===== src/rtl/mem_port_arbiter.sv =====
// Round-robin arbiter for the instruction and data ports in front of the shared multi-cycle memory.
// Every access is followed by one enable-low CLEAR cycle, which flushes the memory read pipeline.
module mem_port_arbiter #(
  parameter int ADDR_WIDTH = 16,
  parameter int TIMEOUT    = 8
) (
  input  logic                  clk,
  input  logic                  rst,
  input  logic                  i_req,
  input  logic                  i_wr,
  input  logic [ADDR_WIDTH-1:0] i_addr,
  input  logic [15:0]           i_wdata,
  output logic                  i_done,
  output logic                  i_err,
  output logic [15:0]           i_rdata,
  input  logic                  d_req,
  input  logic                  d_wr,
  input  logic [ADDR_WIDTH-1:0] d_addr,
  input  logic [15:0]           d_wdata,
  output logic                  d_done,
  output logic                  d_err,
  output logic [15:0]           d_rdata,
  output logic                  mem_en,
  output logic                  mem_wr,
  output logic [ADDR_WIDTH-1:0] mem_addr,
  output logic [15:0]           mem_wdata,
  input  logic [15:0]           mem_rdata,
  input  logic                  mem_valid,
  output logic                  busy
);

  typedef enum logic [1:0] {IDLE, READ, WRITE, CLEAR} state_t;

  localparam int CNT_W = $clog2(TIMEOUT + 1);

  state_t                  state, state_nxt;
  logic [CNT_W-1:0]        cnt;
  logic                    lat_d, lat_wr, err_q, prio_d;
  logic [ADDR_WIDTH-1:0]   lat_addr;
  logic [15:0]             lat_wdata;

  logic                    grant_any, grant_d, sel_wr, timeout_hit;
  logic [ADDR_WIDTH-1:0]   sel_addr;
  logic [15:0]             sel_wdata;

  // prio_d = 1 means the data port wins a simultaneous request
  always_comb begin
    grant_any   = i_req | d_req;
    grant_d     = d_req & (~i_req | prio_d);
    sel_wr      = grant_d ? d_wr    : i_wr;
    sel_addr    = grant_d ? d_addr  : i_addr;
    sel_wdata   = grant_d ? d_wdata : i_wdata;
    timeout_hit = (cnt == CNT_W'(TIMEOUT - 1));
  end

  always_ff @(posedge clk) begin
    if (rst) state <= IDLE;
    else     state <= state_nxt;
  end

  always_comb begin
    state_nxt = state;
    case (state)
      IDLE: begin
        if (grant_any) begin
          if (sel_addr[0])  state_nxt = CLEAR;
          else if (sel_wr)  state_nxt = WRITE;
          else              state_nxt = READ;
        end
      end
      READ:    if (mem_valid || timeout_hit) state_nxt = CLEAR;
      WRITE:   state_nxt = CLEAR;
      CLEAR:   state_nxt = IDLE;
      default: state_nxt = IDLE;
    endcase
  end

  always_ff @(posedge clk) begin
    if (rst) begin
      cnt       <= '0;
      lat_d     <= 1'b0;
      lat_wr    <= 1'b0;
      err_q     <= 1'b0;
      prio_d    <= 1'b1;
      lat_addr  <= '0;
      lat_wdata <= '0;
      i_rdata   <= '0;
      d_rdata   <= '0;
    end else begin
      case (state)
        IDLE: begin
          if (grant_any) begin
            lat_d     <= grant_d;
            lat_wr    <= sel_wr;
            lat_addr  <= {sel_addr[ADDR_WIDTH-1:1], 1'b0};
            lat_wdata <= sel_wdata;
            prio_d    <= ~grant_d;
            err_q     <= sel_addr[0];
            cnt       <= '0;
          end
        end
        READ: begin
          cnt <= cnt + 1'b1;
          if (mem_valid) begin
            err_q <= 1'b0;
            if (lat_d) d_rdata <= mem_rdata;
            else       i_rdata <= mem_rdata;
          end else if (timeout_hit) begin
            err_q <= 1'b1;
          end
        end
        default: ;
      endcase
    end
  end

  // memory strobes and completion flags decode straight off the state register
  assign mem_en    = (state == READ) | (state == WRITE);
  assign mem_wr    = (state == WRITE) & lat_wr;
  assign mem_addr  = lat_addr;
  assign mem_wdata = lat_wdata;
  assign busy      = (state != IDLE);
  assign i_done    = (state == CLEAR) & ~lat_d;
  assign d_done    = (state == CLEAR) &  lat_d;
  assign i_err     = i_done & err_q;
  assign d_err     = d_done & err_q;

endmodule


===== config.mk =====
export PLATFORM = sky130hd
export DESIGN_NAME = mem_port_arbiter
export DESIGN_NICKNAME = d
export VERILOG_FILES = /design/src/rtl/mem_port_arbiter.sv
export SDC_FILE = /design/constraint.sdc
export NUM_CORES = 1
export LEC_CHECK = 0
export BUFFER_PORTS_ARGS = -buffer_cell sky130_fd_sc_hd__buf_4
export CORE_AREA = 2 2 80 82
export CTS_BUF_LIST = sky130_fd_sc_hd__clkbuf_2 sky130_fd_sc_hd__clkbuf_4 sky130_fd_sc_hd__clkbuf_8
export DETAILED_ROUTE_END_ITERATION = 12
export DIE_AREA = 0 0 82 84
export PLACE_DENSITY = 0.86
export SYNTH_ARGS = -nofsm -noshare
export SYNTH_HDL_FRONTEND = slang
export SYNTH_SLANG_ARGS = --single-unit

===== constraint.sdc =====
create_clock -name clk -period 2.95 [get_ports clk]
set_clock_uncertainty 0.15 [all_clocks]
set_input_delay 0.59 -clock clk [delete_from_list [all_inputs] [get_ports clk]]
set_output_delay 0.59 -clock clk [all_outputs]
set_load 0.02 [all_outputs]

==> impl_metrics.yaml <==
outcome:
  status: "finished clean"
place:
  place_congestion: 0.862
  pre_cts_slack_ns: 0.496
  placed_cell_area_um2: 4080
  total_half_perimeter_wirelength_after_legalization_and_detailed_placement_um: 6000
  portBuffers: 156
sta:
  timing.hold.ws_ns: 0.304
  hold_violations: 0
  period_minus_slack_ns: 2.53
  timing.slew.headroom: 0.0871
  worst_slew_pin_slew_ns: 1.37
  unrepaired_setup_endpoints_after_global_routing: "false"
  post-route-period-util: 0.857
  finalSetupViolCount: 0
  max_freq_mhz: 395
  postLayoutSetupSlackWorst_ns: 0.422
  timing.final.max_slew_violations: 0
  setup_tns_final_ns: 0
run:
  drv.max_cap_violation_count: 0
clock_network:
  postCtsHoldBufs: 0
  cts_made_buffers: 9
  cts.repair.resized: 0
  maximum_level_of_the_cts_h_tree: 3
  clockBufferDepth: 2
  cts_tree: "yes"
  postCtsSetupBuffers: 0
  ctsRootBufferMaster: "sky130_fd_sc_hd__clkbuf_8"
  clock_network_latency_to_the_later_pin_of_the_worst_skew_pair_ns: 0.33
  clock_sinks: 73
  worst_setup_hold_path_clk_slew_ns: 0.09
setup_path:
  slowest_cell_on_crit_path: "sky130_fd_sc_hd__a21oi_2"
  worstPathRequired_ns: 3.06
  cp-start-kind: "flop"
  crit_fanout: 31
  worstSetupEndpointType: "flop"
  max_stage_delay_ns: 0.98
  worstSetupPathType: "reg2reg"
  critical_path.cell_chain: "inv_1, ha_1, nand2_1, a21oi_2, a222oi_1, nor2_1"
  cp_data_arrival_time_ns: 2.64
power_and_ir_drop:
  netSwitchingPower_w: 0.00124
  comb_power_share: 0.377
  ir_drop_v: 0.000480
  pwr-share-clk: 0.252
  finalPower_w: 0.00347
  internal_power_w: 0.00223
  p_leak_nw: 1.93
  seq_power_share: 0.371
  pwr_density_cell_nw_per_um2: 805
  netSwitchingFraction: 0.357
die:
  die-height_um: 84
  coreArea_um2: 6100
  std_cell_rows: 29
  chipWidth_um: 82
  boundaryPins: 158
  floorplan.initialDensity: 0.476
  floorplan.die_area_um2: 6890
global_routing:
  antenna_violations_before_repair: 0
  grt_pass1_wl_um: 13400
  grt_use_total: 0.246
  grt_pass1_vias: 3009
  grt_max_degree: 74
  globalRoute.totalOverflow: 0
route:
  post-route-drc-count: 0
  dr.pass1.iters: 7
  final_antenna_net_count: 0
  detailroute.via_count: 3047
  dr.first_iter.drc_count: 186
  vias_per_cell: 5.47
  routed_wirelength_um: 8500
  wl_per_cell_um: 15.3
synthesis:
  yosys.cell_types.count: 41
  ys.warnings.count: 0
  postSynthRegisterBits: 73
  synth_ff_type: "sky130_fd_sc_hd__dfxtp_1"
  synth-seq-area-share: 0.504
  syn_nets: 424
  synthesis.area_per_instance_um2: 8.74
  netlist_instances: 332
  async_flop_share: 0
  post_synth_instance_area_um2: 2900
  synth-edff-count: 0
cells_and_area:
  drive_gt1_frac: 0.388
  diodes: 0
  layout.cell_area.non_filler_um2: 4310
  syn2layout_area_growth_pct: 48.4
  final_nets: 567
min_path:
  worst_hold_path_type: "reg2reg"
==> cell usage after synthesis (3+ instances only) <==
master,instances,share of area
sky130_fd_sc_hd__and3_1,3,0.0065
sky130_fd_sc_hd__inv_1,7,0.0091
sky130_fd_sc_hd__dfxtp_1,73,0.50
sky130_fd_sc_hd__or2_2,3,0.0065
sky130_fd_sc_hd__and2_1,3,0.0065
sky130_fd_sc_hd__nand3_1,3,0.0052
sky130_fd_sc_hd__nor2_1,40,0.052
sky130_fd_sc_hd__buf_2,8,0.014
sky130_fd_sc_hd__clkbuf_1,14,0.018
sky130_fd_sc_hd__nand2_1,71,0.092
sky130_fd_sc_hd__ha_1,5,0.022
sky130_fd_sc_hd__a222oi_1,31,0.11
sky130_fd_sc_hd__a21oi_1,36,0.062
==> stage by stage <==
step	cells	util
2_1_floorplan	332	-
3_3_place_gp	541	0.669
3_5_place_dp	541	0.669
4_1_cts	557	0.706
5_1_grt	557	0.706
6_report	557	0.706
==> worst paths after layout <==
check | start | to | slack, ns | cells past startpoint
setup / recovery | state[0]$_SDFFE_PP0P_ | mem_wdata[3]$_SDFFE_PP0P_ | 0.42 | 6
hold / removal | i_rdata[6]$_SDFFE_PP0P_ | i_rdata[6]$_SDFFE_PP0P_ | 0.30 | 2
setup reg to reg | state[0]$_SDFFE_PP0P_ | mem_wdata[3]$_SDFFE_PP0P_ | 0.42 | 6
hold reg to reg | i_rdata[6]$_SDFFE_PP0P_ | i_rdata[6]$_SDFFE_PP0P_ | 0.30 | 2
==> registers in the layout, indices dropped and copies added, names as in the netlist <==
signal	cells
lat_d	1
prio_d	1
i_rdata	16
state	2
d_rdata	16
mem_wdata	16
lat_wr	1
mem_addr	15
cnt	4
err_q	1
==> critical path, delay by kind of cell (launching register included) <==
kind / cells / cell delay, ns
AND/OR/NAND/NOR: 2 / 0.30
flip-flops: 1 / 0.34
adder cells (fa/ha/maj): 1 / 0.33
AO/OA/AOI/OAI: 2 / 1.23
buffers and inverters: 1 / 0.09
==> cell type report <==
cell class              instances  area (um^2)
clock buffers                  10          138
clock inverters                 6         90.1
fillers                       490         1790
inverters                       8         30.0
multi-input cells             224         1300
flip-flops and latches         73         1460
well taps                      77         96.3
repair buffers                159         1190
==> cell usage in the layout, fill, tap and decap left out, types with 3 or more instances in the layout <==
cell                       Yosys  final
sky130_fd_sc_hd__a222oi_1     31     31
sky130_fd_sc_hd__nand3_1       3      3
sky130_fd_sc_hd__buf_4         2    159
sky130_fd_sc_hd__clkbuf_8      0     10
sky130_fd_sc_hd__or2_2         3      3
sky130_fd_sc_hd__a21oi_1      36     35
sky130_fd_sc_hd__ha_1          5      5
sky130_fd_sc_hd__and2_1        3      3
sky130_fd_sc_hd__nand2_1      71     71
sky130_fd_sc_hd__dfxtp_1      73     73
sky130_fd_sc_hd__and3_1        3      3
sky130_fd_sc_hd__inv_1         7      7
sky130_fd_sc_hd__nor2_1       40     40
==> logic make-up (layout without fill, tap and decap cells) <==
| group | count (synthesis) | count (layout) | share of synthesized area |
|---|---|---|---|
| adder cells (fa/ha/maj) | 5 | 5 | 0.0216 |
| AND/OR/NAND/NOR | 134 | 134 | 0.198 |
| XOR/XNOR | 2 | 2 | 0.00604 |
| other | 1 | 1 | 0.00129 |
| buffers and inverters | 35 | 183 | 0.0543 |
| AO/OA/AOI/OAI | 82 | 82 | 0.215 |
| flip-flops | 73 | 73 | 0.504 |
==> power by group through the flow <==
stage | registers, W | logic, W | clock network (W)
after global routing | 0.00131 | 0.00142 | 0.000936
after CTS | 0.00128 | 0.00131 | 0.000888
final | 0.00128 | 0.00131 | 0.000874
after floorplan | 0.00146 | 0.000647 | 0
after global placement | 0.00129 | 0.00127 | 0
after detailed placement | 0.00130 | 0.00130 | 0
==> per-layer routing <==
metal | vias to the layer above | part of all wire | GRT usage
met2 | 142 | 0.51 | 0.421
met1 | 1429 | 0.39 | 0.277
met3 | 9 | 0.095 | 0.0779
li1 | 1467 | - | -
met5 | - | 0 | 0
met4 | 0 | 0.011 | 0.0955
No activity file was read; power rests on OpenSTA's default activity.
